--- src/rtl/seq_alu.sv ---
// Registered multicycle ALU: single-cycle logic/add/sub plus iterative unsigned
// multiply (shift-add) and restoring divide, with a start/ready/done handshake.
module seq_alu #(
  parameter int WIDTH = 24,
  parameter int CNT_W = 6
) (
  input  logic             clk,
  input  logic             rst_n,
  input  logic             start,
  input  logic [2:0]       alu_op,
  input  logic [WIDTH-1:0] a,
  input  logic [WIDTH-1:0] b,
  output logic             ready,
  output logic             done,
  output logic [WIDTH-1:0] result,
  output logic [WIDTH-1:0] rem,
  output logic             Z,
  output logic             C,
  output logic             N,
  output logic             V
);

  // Handshake: start is accepted only in a cycle where ready=1; done pulses for
  // exactly one cycle and result/rem/flags are valid from that cycle until the next done.
  typedef enum logic [1:0] {IDLE = 2'd0, CALC = 2'd1, FIN = 2'd2} state_t;

  localparam logic [2:0] OP_ADD = 3'd0, OP_SUB = 3'd1, OP_AND = 3'd2, OP_OR = 3'd3,
                         OP_XOR = 3'd4, OP_MULU = 3'd5, OP_DIVU = 3'd6;

  state_t                 state_q, state_d;
  logic [CNT_W-1:0]       cnt_q, cnt_d;
  logic [2:0]             op_q, op_d;
  logic [WIDTH-1:0]       a_q, a_d, b_q, b_d;
  logic [2*WIDTH-1:0]     acc_q, acc_d;
  logic [WIDTH:0]         prem_q, prem_d;
  logic [WIDTH-1:0]       result_q, result_d, rem_q, rem_d;
  logic                   z_q, z_d, c_q, c_d, n_q, n_d, v_q, v_d;

  logic [WIDTH:0]         add_full, sub_full, mul_sum, div_shift, div_trial, div_prem_next;
  logic [2*WIDTH-1:0]     mul_next;
  logic [WIDTH-1:0]       div_quot_next, fin_res, fin_rem;
  logic                   div_ok, fin_c, fin_v, load;

  always_comb begin
    add_full      = {1'b0, a} + {1'b0, b};
    sub_full      = {1'b0, a} - {1'b0, b};
    // Multiplier sits in the low half of acc and is shifted out as the product shifts in.
    mul_sum       = {1'b0, acc_q[2*WIDTH-1:WIDTH]} + {1'b0, (acc_q[0] ? a_q : '0)};
    mul_next      = {mul_sum, acc_q[WIDTH-1:1]};
    // Dividend occupies acc low half; quotient bits shift in behind it.
    div_shift     = {prem_q[WIDTH-1:0], acc_q[WIDTH-1]};
    div_trial     = div_shift - {1'b0, b_q};
    div_ok        = ~div_trial[WIDTH];
    div_prem_next = div_ok ? div_trial : div_shift;
    div_quot_next = {acc_q[WIDTH-2:0], div_ok};

    state_d  = state_q;
    cnt_d    = cnt_q;
    op_d     = op_q;
    a_d      = a_q;
    b_d      = b_q;
    acc_d    = acc_q;
    prem_d   = prem_q;
    result_d = result_q;
    rem_d    = rem_q;
    z_d      = z_q;
    c_d      = c_q;
    n_d      = n_q;
    v_d      = v_q;
    fin_res  = '0;
    fin_rem  = '0;
    fin_c    = 1'b0;
    fin_v    = 1'b0;
    load     = 1'b0;

    case (state_q)
      IDLE: begin
        if (start) begin
          op_d  = alu_op;
          a_d   = a;
          b_d   = b;
          cnt_d = '0;
          case (alu_op)
            OP_ADD: begin
              fin_res = add_full[WIDTH-1:0];
              fin_c   = add_full[WIDTH];
              fin_v   = (a[WIDTH-1] == b[WIDTH-1]) && (fin_res[WIDTH-1] != a[WIDTH-1]);
              load    = 1'b1;
            end
            OP_SUB: begin
              fin_res = sub_full[WIDTH-1:0];
              fin_c   = sub_full[WIDTH];
              fin_v   = (a[WIDTH-1] != b[WIDTH-1]) && (fin_res[WIDTH-1] != a[WIDTH-1]);
              load    = 1'b1;
            end
            OP_AND: begin fin_res = a & b; load = 1'b1; end
            OP_OR:  begin fin_res = a | b; load = 1'b1; end
            OP_XOR: begin fin_res = a ^ b; load = 1'b1; end
            OP_MULU: begin
              acc_d   = {{WIDTH{1'b0}}, b};
              state_d = CALC;
            end
            OP_DIVU: begin
              if (b == '0) begin
                fin_res = '1;
                fin_rem = a;
                fin_v   = 1'b1;
                load    = 1'b1;
              end else begin
                acc_d   = {{WIDTH{1'b0}}, a};
                prem_d  = '0;
                state_d = CALC;
              end
            end
            default: begin fin_res = b; load = 1'b1; end
          endcase
        end
      end
      CALC: begin
        cnt_d = cnt_q + 1'b1;
        if (op_q == OP_MULU) begin
          acc_d   = mul_next;
          fin_res = mul_next[WIDTH-1:0];
          fin_c   = |mul_next[2*WIDTH-1:WIDTH];
        end else begin
          acc_d   = {acc_q[2*WIDTH-1:WIDTH], div_quot_next};
          prem_d  = div_prem_next;
          fin_res = div_quot_next;
          fin_rem = div_prem_next[WIDTH-1:0];
        end
        if (cnt_q == CNT_W'(WIDTH-1)) load = 1'b1;
      end
      FIN:     state_d = IDLE;
      default: state_d = IDLE;
    endcase

    if (load) begin
      state_d  = FIN;
      result_d = fin_res;
      rem_d    = fin_rem;
      z_d      = (fin_res == '0);
      n_d      = fin_res[WIDTH-1];
      c_d      = fin_c;
      v_d      = fin_v;
    end
  end

  always_ff @(posedge clk or negedge rst_n) begin
    if (!rst_n) begin
      state_q  <= IDLE;
      cnt_q    <= '0;
      op_q     <= '0;
      a_q      <= '0;
      b_q      <= '0;
      acc_q    <= '0;
      prem_q   <= '0;
      result_q <= '0;
      rem_q    <= '0;
      z_q      <= 1'b0;
      c_q      <= 1'b0;
      n_q      <= 1'b0;
      v_q      <= 1'b0;
    end else begin
      state_q  <= state_d;
      cnt_q    <= cnt_d;
      op_q     <= op_d;
      a_q      <= a_d;
      b_q      <= b_d;
      acc_q    <= acc_d;
      prem_q   <= prem_d;
      result_q <= result_d;
      rem_q    <= rem_d;
      z_q      <= z_d;
      c_q      <= c_d;
      n_q      <= n_d;
      v_q      <= v_d;
    end
  end

  assign ready  = (state_q == IDLE);
  assign done   = (state_q == FIN);
  assign result = result_q;
  assign rem    = rem_q;
  assign Z      = z_q;
  assign C      = c_q;
  assign N      = n_q;
  assign V      = v_q;

endmodule

--- config.mk ---
export PLATFORM = sky130hd
export DESIGN_NAME = seq_alu
export DESIGN_NICKNAME = d
export VERILOG_FILES = /design/src/rtl/seq_alu.sv
export SDC_FILE = /design/constraint.sdc
export NUM_CORES = 1
export LEC_CHECK = 0
export CAP_MARGIN = 20
export CORE_MARGIN = 1.5
export CORE_UTILIZATION = 65
export CTS_CLUSTER_DIAMETER = 100
export CTS_CLUSTER_SIZE = 24
export DETAILED_ROUTE_END_ITERATION = 12
export PLACE_DENSITY_LB_ADDON = 0.2
export SYNTH_ARGS = -nofsm -noshare
export SYNTH_HDL_FRONTEND = slang
export SYNTH_SLANG_ARGS = --single-unit
--- constraint.sdc ---
create_clock -name clk -period 6.7 [get_ports clk]
set_input_delay 0.67 -clock clk [delete_from_list [all_inputs] [get_ports clk]]
set_output_delay 0.67 -clock clk [all_outputs]
set_load 0.01 [all_outputs]
==> flow_metrics.tcl <==
set metrics [dict create \
    worst_slack_ns 1.41 \
    path_delay_family "simple AND/OR/NAND/NOR gates" \
    drv_slew 0 \
    cts_setup_buffers 0 \
    via_per_inst 6.96 \
    dp_hpwl_um 41600 \
    final_antenna_net_count 0 \
    clkLatencyLatePin_ns 0.44 \
    power-per-cell-area_nw_per_um2 473 \
    drt_iter0_drc 2371 \
    syn-mean-instance-area_um2 7.77 \
    cp.arrival_ns 5.67 \
    area_growth_pct 12.5 \
    crit_slowest_cell "clkdlybuf4s50_1" \
    drtPass1Iterations 6 \
    final_util_pct 74.9 \
    clock_sinks 182 \
    syn_area_um2 15200 \
    cts_tree "yes" \
    fin_crit_sh_pct 79.0 \
    finalClockSkew_ns 0.0110 \
    die_x_um 156 \
    vias 16196 \
    grt_max_degree 115 \
    gp_congestion 1.08 \
    wl_per_cell_um 24.7 \
    io_pins 108 \
    cts_root_buf "clkbuf_16" \
    timing.critical_path.buf_inv 1 \
    fmax_mhz 189 \
    period_minus_slack_ns 5.29 \
    std_cell_rows 55 \
    fill_cells 1637 \
    status "finished clean" \
    syn_inst 1950 \
    grt_pass1_wl_um 87500 \
    grt_remaining_overflow 0 \
    synth_cell_types 92 \
    max_cap_violations 0 \
    final_cell_mix "nand2_1 (259), nor2_1 (190), o21ai_0 (188)" \
    critPathMaxStageDelay_ns 1.14 \
    die_area_um2 24200 \
    finalSetupViolCount 0 \
    end_kind "flop" \
    numPortBuffers 107 \
    hold_buffers 0 \
    hold_class "in2async" \
    layout.nets 2185 \
    place_ws_ns 1.28 \
    grt_pass1_vias 15295 \
    cpMostUsedCell "nand4_1" \
    drcViolationCount 0 \
    cp_cell_sequence "clkdlybuf4s50_1 > nor2b_1 > nand2_1 > or3_1 > and2_1 > nand4_1 > a21boi_0 > nand4_1 > nor4_1 > nand4_1 > or4_1 > o21ai_1" \
    mostFrequentLayoutCell "nand2_1" \
    leakagePower_nw 7.76 \
    htree_num_levels 4 \
    async_flop_share_pct 100 \
    antenna_found_initial 2 \
    synth-seq-area-share_pct 30.1 \
    start_kind "input pin" \
    synth_edf_count 0 \
    synth-main-ff-cell "dfrtp_1" \
    worst_pin_slew_ns 1.18 \
    critical_path_required_ns 7.08 \
    fp.dieH_um 156 \
    core_area_um2 22800 \
    synth_seq_cells 182 \
    criticalPathCategory "in2reg" \
    start_util_pct 66.5 \
    power_mw 8.07 \
    reg2reg_slack_ns 1.87 \
    cts_buffers 17 \
    max-slew-margin-rel_pct 21.2 \
    yosysWarnings 0 \
    wirelength_um 57400 \
    synth_nets 2135 \
    clkTransAtPathRegs_ns 0.08 \
    layout-drive-gt1-share_pct 5.32 \
    hold_viol 0 \
    track_usage_pct 47.2 \
    clk_path_buf_depth 2 \
    critPathMaxFanout 20 \
    ir_worst_vdd_uv 433 \
    fin_setup_tns_ns 0 \
    post_cts_resize_count 0 \
    rsz0062_at_grt "false" \
]
-- Yosys cell counts (all sizes together) (22+ instances only) --
library cell | number | area share, %
a21o | 42 | 2.1
a21oi | 154 | 5.1
a31oi | 32 | 1.3
and2 | 28 | 1.2
buf | 29 | 1.0
clkbuf | 76 | 1.9
dfrtp | 182 | 30
ha | 127 | 10
inv | 117 | 2.9
mux2i | 29 | 1.9
nand2 | 260 | 6.4
nand3 | 28 | 0.92
nor2 | 192 | 4.8
nor2b | 23 | 0.95
nor3 | 34 | 1.1
nor4 | 28 | 1.2
o211ai | 22 | 1.1
o21ai | 205 | 6.8
xnor2 | 31 | 1.8
-- worst register-to-register path, stage by stage, from the launching register on --
cell      delay, ns
dfrtp_1        0.39
inv_1          0.18
ha_1           0.25
inv_1          0.08
fa_1           0.42
a211oi_1       0.51
o211ai_1       0.34
a41oi_1        0.46
a21o_1         0.25
a21oi_1        0.09
o22ai_1        0.17
nand3b_1       0.30
buf_4          0.47
mux2i_1        0.27
nor2_1         0.10
a21oi_1        0.30
o21ai_0        0.12
-- registers in the layout, summed over array words and instances (netlist names) --
signal and cells:
cnt_q 6, b_q 24, V 1, rem 24, acc_q 48, op_q 3
prem_q 24, Z 1, result 24, state_q 2, C 1, a_q 24
-- report_power, final --
| part | switching (mW) | total, mW | internal, mW |
|---|---|---|---|
| combinational | 3.05 | 5.03 | 1.98 |
| clock | 0.541 | 1.08 | 0.536 |
| sequential | 0.364 | 1.96 | 1.60 |
| total | 3.96 | 8.07 | 4.12 |
-- cells by family after synthesis --
logic type | after synthesis | synth area share, %
XOR/XNOR | 45 | 2.60
adder cells (fa/ha/maj) | 131 | 11.0
flip-flops | 182 | 30.1
AO/OA/AOI/OAI | 644 | 26.8
multiplexers | 46 | 3.25
AND/OR/NAND/NOR | 680 | 20.5
buffers and inverters | 222 | 5.78
-- cell type report --
type                            count  area [um2]  area share [%]
Antenna cell                        1        2.50          0.0147
Clock buffer                       17         425            2.49
Clock inverter                     15         178            1.04
Inverter                          117         439            2.57
Multi-Input combinational cell   1546        9750            57.2
Sequential cell                   182        4550            26.7
Tap cell                          313         392            2.30
Timing Repair Buffer              136        1310            7.70
-- worst paths after layout --
check                      startpoint    endpoint  cells after the start
setup / recovery            alu_op[0]           Z                     12
hold / removal                  rst_n   acc_q[29]                      1
setup reg to reg            acc_q[23]      rem[9]                     16
hold reg to reg            result[22]  result[22]                      2
max in group asynchronous       rst_n  result[17]                      2
min in group clk           result[22]  result[22]                      2
-- through the flow --
step | cells | hold slack [ns] | area, um2
4_1_cts | 2325 | 0.410 | 17000
6_report | 2327 | 0.329 | 17100
3_5_place_dp | 2293 | 0.456 | 16400
5_1_grt | 2326 | 0.421 | 17100
2_1_floorplan | 1950 | 0.374 | 15200
3_3_place_gp | 2293 | 0.450 | 16400
-- per-layer routing --
layer / vias to the layer above / track usage, % / part of all wire [%]
li1: 7054 / - / -
met1: 7651 / 62.1 / 38
met2: 1240 / 72.2 / 43
met3: 245 / 12.1 / 13
met4: 6 / 23.9 / 5.8
met5: - / 0 / 0.059
Power figures use the tool's default switching activity.
